===== src/rtl/gnr_ctrl_pkg.sv =====
// Shared definitions for the gene-regulatory-network attractor sequencer.
// State encodings and default counter width.
package gnr_ctrl_pkg;

    localparam int CNT_W_DEF = 16;

    localparam logic [2:0] ST_IDLE   = 3'd0;
    localparam logic [2:0] ST_INIT   = 3'd1;
    localparam logic [2:0] ST_FIND   = 3'd2;
    localparam logic [2:0] ST_PERIOD = 3'd3;
    localparam logic [2:0] ST_DONE   = 3'd4;

endpackage


===== src/rtl/gnr_attractor_ctrl.sv =====
// Floyd cycle-detection sequencer for the dual-trajectory node array.
// Drives init/update strobes and reports meeting index and period.
module gnr_attractor_ctrl
    import gnr_ctrl_pkg::*;
#(
    parameter int N_NODES = 8,
    parameter int CNT_W   = CNT_W_DEF
) (
    input  logic               clk,
    input  logic               rst,
    input  logic               start,
    input  logic [CNT_W-1:0]   max_steps,
    input  logic [N_NODES-1:0] state_s0,
    input  logic [N_NODES-1:0] state_s1,
    output logic               reset_nos,
    output logic               start_s0,
    output logic               start_s1,
    output logic               busy,
    output logic               done,
    output logic               timeout,
    output logic [CNT_W-1:0]   meet_step,
    output logic [CNT_W-1:0]   period
);

    logic [2:0]       state;
    logic [CNT_W-1:0] max_lat;
    logic [CNT_W-1:0] k;
    logic [CNT_W-1:0] cnt;

    logic eq;
    logic match;
    logic k_lim;
    logic per_hit;
    logic cnt_lim;
    logic in_find;
    logic in_per;

    // Node outputs are registered, so they already reflect last cycle's pulse.
    assign eq      = (state_s0 == state_s1);
    assign match   = eq && !k[0] && (k >= CNT_W'(2));
    assign k_lim   = (k == max_lat);
    assign per_hit = eq && (cnt != '0);
    assign cnt_lim = (cnt == max_lat);
    assign in_find = (state == ST_FIND);
    assign in_per  = (state == ST_PERIOD);

    assign start_s0  = in_find && !match && !k_lim;
    assign start_s1  = start_s0 || (in_per && !per_hit && !cnt_lim);
    assign reset_nos = (state == ST_INIT);
    assign busy      = (state != ST_IDLE);
    assign done      = (state == ST_DONE);

    always_ff @(posedge clk) begin
        if (!rst) begin
            state     <= ST_IDLE;
            max_lat   <= '0;
            k         <= '0;
            cnt       <= '0;
            timeout   <= 1'b0;
            meet_step <= '0;
            period    <= '0;
        end else begin
            unique case (state)
                ST_IDLE: begin
                    if (start) begin
                        state     <= ST_INIT;
                        max_lat   <= max_steps;
                        k         <= '0;
                        cnt       <= '0;
                        timeout   <= 1'b0;
                        meet_step <= '0;
                        period    <= '0;
                    end
                end
                ST_INIT: state <= ST_FIND;
                ST_FIND: begin
                    // Match is checked before the bound so a final-step hit still counts.
                    if (match) begin
                        meet_step <= k >> 1;
                        state     <= ST_PERIOD;
                    end else if (k_lim) begin
                        timeout <= 1'b1;
                        state   <= ST_DONE;
                    end else begin
                        k <= k + CNT_W'(1);
                    end
                end
                ST_PERIOD: begin
                    if (per_hit) begin
                        period <= cnt;
                        state  <= ST_DONE;
                    end else if (cnt_lim) begin
                        timeout <= 1'b1;
                        period  <= '0;
                        state   <= ST_DONE;
                    end else begin
                        cnt <= cnt + CNT_W'(1);
                    end
                end
                ST_DONE: state <= ST_IDLE;
                default: state <= ST_IDLE;
            endcase
        end
    end

endmodule


===== config.mk =====
export PLATFORM = sky130hd
export DESIGN_NAME = gnr_attractor_ctrl
export DESIGN_NICKNAME = d
export VERILOG_FILES = /design/src/rtl/gnr_ctrl_pkg.sv /design/src/rtl/gnr_attractor_ctrl.sv
export SDC_FILE = /design/constraint.sdc
export NUM_CORES = 1
export LEC_CHECK = 0
export BUFFER_PORTS_ARGS = -buffer_cell sky130_fd_sc_hd__buf_4
export CAP_MARGIN = 25
export CORE_UTILIZATION = 50
export CTS_CLUSTER_DIAMETER = 80
export DETAILED_ROUTE_END_ITERATION = 8
export PLACE_DENSITY = 0.83
export SETUP_SLACK_MARGIN = 0.5
export SYNTH_ARGS = -nofsm -noshare
export SYNTH_HDL_FRONTEND = slang
export SYNTH_SLANG_ARGS = --single-unit

===== constraint.sdc =====
create_clock -name clk -period 4.2 [get_ports clk]
set_input_delay 0.21 -clock clk [delete_from_list [all_inputs] [get_ports clk]]
set_output_delay 0.21 -clock clk [all_outputs]
set_load 0.05 [all_outputs]

======== Yosys cells after proc, flatten, opt, wreduce, memory -nomap -nowiden ========
Index checks and enable logic that the tools add are counted.
Widths: inputs -> output; s select.
storage, ports and cells
  memories ................................ 0
  word-level logic and storage cells ...... 77
  bits in writable memories ............... 0
  output and inout bits ................... 38
  latch bits .............................. 0
  flip-flop bits (word level) ............. 84
  input port bits ......................... 35
  memory bits (read-only) ................. 0
operators by class
  multiply operators ...................... 0
  reductions and logical operators ........ 26
  shift operators ......................... 0
  add/sub/neg operators ................... 2
  bitwise gates (word level) .............. 0
  eq/ne operators ......................... 17
  div/mod/pow operators ................... 0
  muxes and demuxes ....................... 24
  $lt $le $gt $ge ......................... 1
operators with widths
  kind                   number
  $mux 16                8
  $pmux 16 s2            4
  $add 16x1->16 const B  2
  $eq 16x16->1           2
  $ge 16x2->1 const B    1
  $ne 2x2->1 const B     8
  $reduce_bool 16->1     1
  $mux 3                 5
  $pmux 3 s4             1
  $reduce_and 3->1       3
  $eq 8x8->1             1
  $reduce_and 4->1       2
  $logic_and 1x1->1      7
  $eq 3x2->1 const B     2
  $ne 3x3->1 const B     2
  $reduce_and 6->1       1
  $reduce_bool 3->1      2
  $logic_not 1->1        5
  $mux 1                 5
  $reduce_bool 2->1      2
  $eq 3x1->1 const B     1
  $eq 3x3->1 const B     1
  $logic_not 3->1        1
  $pmux 1 s3             1
  other kinds (2)        2

======== Logic depth before layout (Yosys ltp) ========
  depth in word-level cells ............... 7
  depth in mapped cells ................... 10
  mapped depth without buffers ............ 8

======== Worst setup path after synthesis ========
Ideal clock, no wire load.
  path type ............................... register -> register
  from .................................... register k[0]
  to ...................................... register state[2]
  period minus slack after synthesis ...... 2.675 ns
  path slack .............................. 1.525 ns
  buffers on the path ..................... 0
  library setup time ...................... 0.177 ns
  data arrival time ....................... 2.498 ns
  stages on the path, launching flop included .. 9
  path through ............................ dfxtp_1 inv_1 ha_1 nor4_1 nand4_1 nand4_1 nand2_1 o21ai_0 nor2_1
on the way
  word-level cells in the longest chain between the ends .. 5
RTL lines
  element                                              line                      text
  from (decl)                                          gnr_attractor_ctrl.sv:27  logic [CNT_W-1:0] k;
  from (signal assigned)                               gnr_attractor_ctrl.sv:85  k <= k + CNT_W'(1);
  branches (longest 5 deep; another with $ge 16x2->1)  -
  to (signal assigned)                                 gnr_attractor_ctrl.sv:66  state <= ST_INIT;
  to (signal assigned)                                 gnr_attractor_ctrl.sv:80  state <= ST_PERIOD;
  to (signal assigned)                                 gnr_attractor_ctrl.sv:83  state <= ST_DONE;
  to (decl)                                            gnr_attractor_ctrl.sv:25  logic [2:0] state;
Parallel ways; which one is timed is not known.
A chain may end at the register's enable or synchronous reset.

======== Worst setup path after layout ========
  from .................................... register cnt[0]
  to ...................................... output port start_s1
on the way
  word-level cells in the longest chain between the ends .. 6
RTL lines
  element                 line                      text
  from (decl)             gnr_attractor_ctrl.sv:28  logic [CNT_W-1:0] cnt;
  from (signal assigned)  gnr_attractor_ctrl.sv:97  cnt <= cnt + CNT_W'(1);
  $reduce_bool 16->1      gnr_attractor_ctrl.sv:42  assign per_hit = eq && (cnt != '0);
  $logic_and 1x1->1       gnr_attractor_ctrl.sv:42
  $logic_not 1->1         gnr_attractor_ctrl.sv:48  assign start_s1 = start_s0 || (in_per && !per_hit && !cnt_lim);
  $logic_and 1x1->1       gnr_attractor_ctrl.sv:48
  $logic_and 1x1->1 *     gnr_attractor_ctrl.sv:48
  $logic_or 1x1->1 *      gnr_attractor_ctrl.sv:48
  to (decl)               gnr_attractor_ctrl.sv:17  output logic start_s1,
Every way passes the cells marked *; elsewhere a longest branch is shown, timed or not.

==> results.txt <==
----------------------------------------------------
[GRT]
  All-Layer GR Usage ... between 20% and 30%
  Via count of the first global-routing pass ... 3482
  Remaining global-route overflow ... 0
  Number of antenna violations at the first check in global routing ... 0
  Global-route wire length before repair ... about 17000 um
  Largest net degree at the start of global routing ... between 40 and 50

[Synthesis]
  Post-synthesis instance area ... about 4200 um2
  Dominant cells by area after synthesis ... sky130_fd_sc_hd__dfxtp_1 (40%), sky130_fd_sc_hd__xor2_1 (9.4%), sky130_fd_sc_hd__nand2_1 (5.4%)
  Count of flip-flops with a built-in enable after synthesis ... 0
  Unique cell type count in the Yosys netlist ... 47
  Synth Area in XOR/XNOR ... slightly below 10%
  Post-synthesis compound-gate area fraction ... roughly 14%
  Most area-hungry cell type in the Yosys netlist ... sky130_fd_sc_hd__dfxtp_1
  Asr flop ratio synth ... 0%
  Number of storage elements in the synthesis netlist ... 83
  Synth top cells by count ... sky130_fd_sc_hd__dfxtp_1 (83), sky130_fd_sc_hd__nand2_1 (60), sky130_fd_sc_hd__xor2_1 (45), sky130_fd_sc_hd__and3_1 (21), sky130_fd_sc_hd__nor2_1 (21)
  Post-synthesis simple-gate area fraction ... 25.36%
  Combinational family with the most area after synthesis ... simple AND/OR/NAND/NOR gates
  Mean instance size in the synthesized netlist ... ~8.7 um2
  Fraction of post-synthesis cell area in the top cell type by area ... between 30% and 40%
  Most common cell in the synthesized netlist ... sky130_fd_sc_hd__dfxtp_1
  Count of mapped cells out of synthesis ... around 480
  Adder-cell share of the synthesized area ... approximately 1.2%
  Post-synthesis mux area share ... 4.529%
  Total number of yosys warnings ... 0
  Number of nets in the synthesized netlist ... approximately 520
  Post-synthesis sequential area ratio ... 39.57%
  Post-synth top flop ... sky130_fd_sc_hd__dfxtp_1

[Critical path]
  Cell-by-cell listing of the critical path ... xor2_1 -> nor4_1 -> nand4_1 -> nand3_1 -> o21ai_0 -> buf_4
  Kind of cell adding the most delay to the critical path ... simple AND/OR/NAND/NOR gates
  Capturing element type of the critical path ... primary output
  CP max stage cell ... sky130_fd_sc_hd__nand3_1
  Startpoint-to-endpoint class of the critical path ... register to primary output
  Element type at the critical path start ... register
  Worst EP arrival ... 2.66 ns
  Buffering stage count on the worst path with inverters included ... 1
  Largest fanout on the critical path ... 14
  Crit-path max cell delay ... roughly 0.51 ns
  Required time at the endpoint of the critical path ... about 4 ns

[Cells and area]
  Share of layout cells above drive strength 1 ... ~18%
  Fill cell count ... 677
  Final instance area ... slightly below 5000 um2
  Final core occ ... ~60%
  Multi-input gate area ... ~2300 um2
  Register area ... between 1500 and 2000 um2
  Number of nets in the layout ... between 500 and 600
  Layout area overhead ... 17.40%
  Number of standard cells in the layout, taps in and fillers out ... 643
  Antenna Diode Count ... 0

[Routing]
  Vias per cell ... 5.760
  Routed len/inst ... about 16 um
  Detailed-route DRC error count ... 0
  Total wire length after detailed routing ... about 10000 um
  Number of antenna-violating nets in the routed design ... 0
  Iter 0 DRT Violations ... ~240
  Total via count after detailed routing ... between 3k and 4k
  Wire length on met2 ... roughly 5300 um
  Highest metal used ... met4
  Detail Route met3 WL ... 633 um
  First-pass iteration count of the detailed router ... 4
  Post-Route M1 WL ... around 4100 um

[Placed design]
  Dpl cells ... around 630
  Half-perimeter wire length after detailed placement ... about 7300 um
  Placer Congestion ... 0.9205
  Dpl cell area ... 4708 um2
  PortBufs ... a little over 70

[Clock network]
  Number of buffers created by CTS ... 9
  Buffer levels on the longest clock path ... 2
  Postcts setup bufs ... 0
  Clock slew seen by the registers of the worst setup and hold paths ... 0.08 ns
  Count of hold-fix buffers inserted at cts ... 0
  Root buffer selected by CTS ... sky130_fd_sc_hd__clkbuf_8
  Clock latency at the later pin of the worst-skew pair ... around 0.36 ns
  Sink count of the clock tree ... 83
  # H-tree levels ... 3
  Post-cts resize count ... 0
  Clock tree from TritonCTS ... done

[Pwr]
  Part of the power in the clock network ... a little over a third
  Switching fraction of total power ... between 20% and 30%
  Seq pwr share ... slightly below 50%
  Int Power ... about 1.2 mW
  Maximum VDD drop ... ~0.22 mV
  Ratio of total power to cell area ... roughly 350 nW/um2
  Power share of the combinational group ... about 16%
  Switching Power ... roughly 0.48 mW
  Leakage power ... 2.176 nW

[Hold path]
  Path category of the worst min-delay check ... primary input to register

[Die]
  Die Outline Area ... 8768 um2
  Die Y-Extent ... approximately 94 um
  Starting density of the core ... ~51%
  Die Wd ... roughly 94 um
  Total I/O pin count ... 73
  Placeable core area ... approximately 8200 um2
  Cell Rows ... 33

[Timing]
  Pin slew with the least headroom to its limit ... about 1 ns
  Fin Clk Skew ... slightly above 0.01 ns
  Final clock period utilization by the worst path ... 68.27%
  Unrepaired setup endpoints after global routing ... false
  Slew Limit Headroom ... between 30 and 40%
  Top achievable clock speed ... between 300 and 400 MHz
  Number of pins exceeding their max-slew limit in the final report ... 0
  Final hold viol count ... 0
  Post-Route Hold Slack ... approximately 0.10 ns
  Setup_tns ... 0 ns
  Final-report setup violation count ... 0
  Post-layout min period ... about 2.9 ns

[Outcome]
  Run status ... finished, final reports clean

[Flow run]
  Number of max-cap violations ... 0

----------------------------------------------------
metrics by stage:
step	setup slack, ns	power [mW]
6_report	1.333	1.723
5_1_grt	1.108	1.793
4_1_cts	1.393	1.722
3_5_place_dp	1.447	1.133
3_3_place_gp	1.536	1.125
2_1_floorplan	1.525	1.052
layer usage:
| layer | vias up | global-route usage, % |
|---|---|---|
| met3 | 32 | 5.691 |
| met5 | - | 0 |
| li1 | 1796 | - |
| met4 | 0 | 11.79 |
| met1 | 1738 | 28.47 |
| met2 | 138 | 42.71 |
sequential cells by signal (all words and copies together), names as in the netlist:
name and flops:
period 16, cnt 16, meet_step 15, k 16, state 3, max_lat 16, timeout 1
placed cells by master (no fill, tap or decap), types with 2 or more instances in the layout:
cell / instances
sky130_fd_sc_hd__a21boi_0: 17
sky130_fd_sc_hd__ha_1: 4
sky130_fd_sc_hd__buf_4: 75
sky130_fd_sc_hd__nor4_1: 16
sky130_fd_sc_hd__and3_1: 21
sky130_fd_sc_hd__a21oi_1: 15
sky130_fd_sc_hd__inv_1: 10
sky130_fd_sc_hd__clkbuf_1: 3
sky130_fd_sc_hd__nand2_1: 60
sky130_fd_sc_hd__o31ai_1: 6
sky130_fd_sc_hd__xnor2_1: 2
sky130_fd_sc_hd__or3_1: 8
sky130_fd_sc_hd__clkbuf_8: 12
sky130_fd_sc_hd__xor2_1: 45
sky130_fd_sc_hd__or4_1: 10
sky130_fd_sc_hd__nor2_1: 21
sky130_fd_sc_hd__nand2b_1: 3
sky130_fd_sc_hd__o211ai_1: 6
sky130_fd_sc_hd__nor2b_1: 18
sky130_fd_sc_hd__nand3_1: 10
sky130_fd_sc_hd__dfxtp_1: 83
sky130_fd_sc_hd__and2_1: 2
sky130_fd_sc_hd__mux2i_1: 19
sky130_fd_sc_hd__a22o_1: 16
sky130_fd_sc_hd__o21ai_0: 13
sky130_fd_sc_hd__nor3_1: 6
sky130_fd_sc_hd__nor3b_1: 2
sky130_fd_sc_hd__o21a_1: 2
sky130_fd_sc_hd__nand4_1: 14
logic make-up (layout without fill, tap and decap cells):
logic type | Yosys count | in the layout
adder cells (fa/ha/maj) | 4 | 4
buffers and inverters | 46 | 102
AO/OA/AOI/OAI | 83 | 83
flip-flops | 83 | 83
multiplexers | 19 | 19
other | 1 | 1
AND/OR/NAND/NOR | 199 | 199
XOR/XNOR | 47 | 47
cell type report:
class	instances	share of cell area, %
Multi-Input combinational cell	353	46.95
Sequential cell	83	33.71
Timing Repair Buffer	76	11.73
Clock buffer	15	3.579
Tap cell	105	2.665
Inverter	10	0.7614
Clock inverter	1	0.6091
worst paths after layout:
check,from,endpoint,slack [ns],cells past startpoint
min reg2reg,period[11],period[11],0.48,1
min,max_steps[10],max_lat[10],0.10,3
max,cnt[0],start_s1,1.33,6
max reg2reg,k[0],k[7],1.48,8
power groups by stage:
stage,sequential [mW],combinational (mW),clock (mW)
floorplan,0.843,0.210,0
global placement,0.860,0.265,0
detailed placement,0.861,0.272,0
CTS,0.843,0.273,0.606
global route,0.847,0.304,0.642
finish,0.844,0.279,0.600
worst register-to-register path, cell delays in order, from the launching register on:
cell                       delay (ns)
sky130_fd_sc_hd__dfxtp_1         0.50
sky130_fd_sc_hd__inv_1           0.15
sky130_fd_sc_hd__ha_1            0.23
sky130_fd_sc_hd__nor4_1          0.16
sky130_fd_sc_hd__nand4_1         0.19
sky130_fd_sc_hd__a41oi_2         0.32
sky130_fd_sc_hd__o211ai_2        0.37
sky130_fd_sc_hd__or4_1           0.60
sky130_fd_sc_hd__a21oi_1         0.15
(Power assumes the default switching activity.)
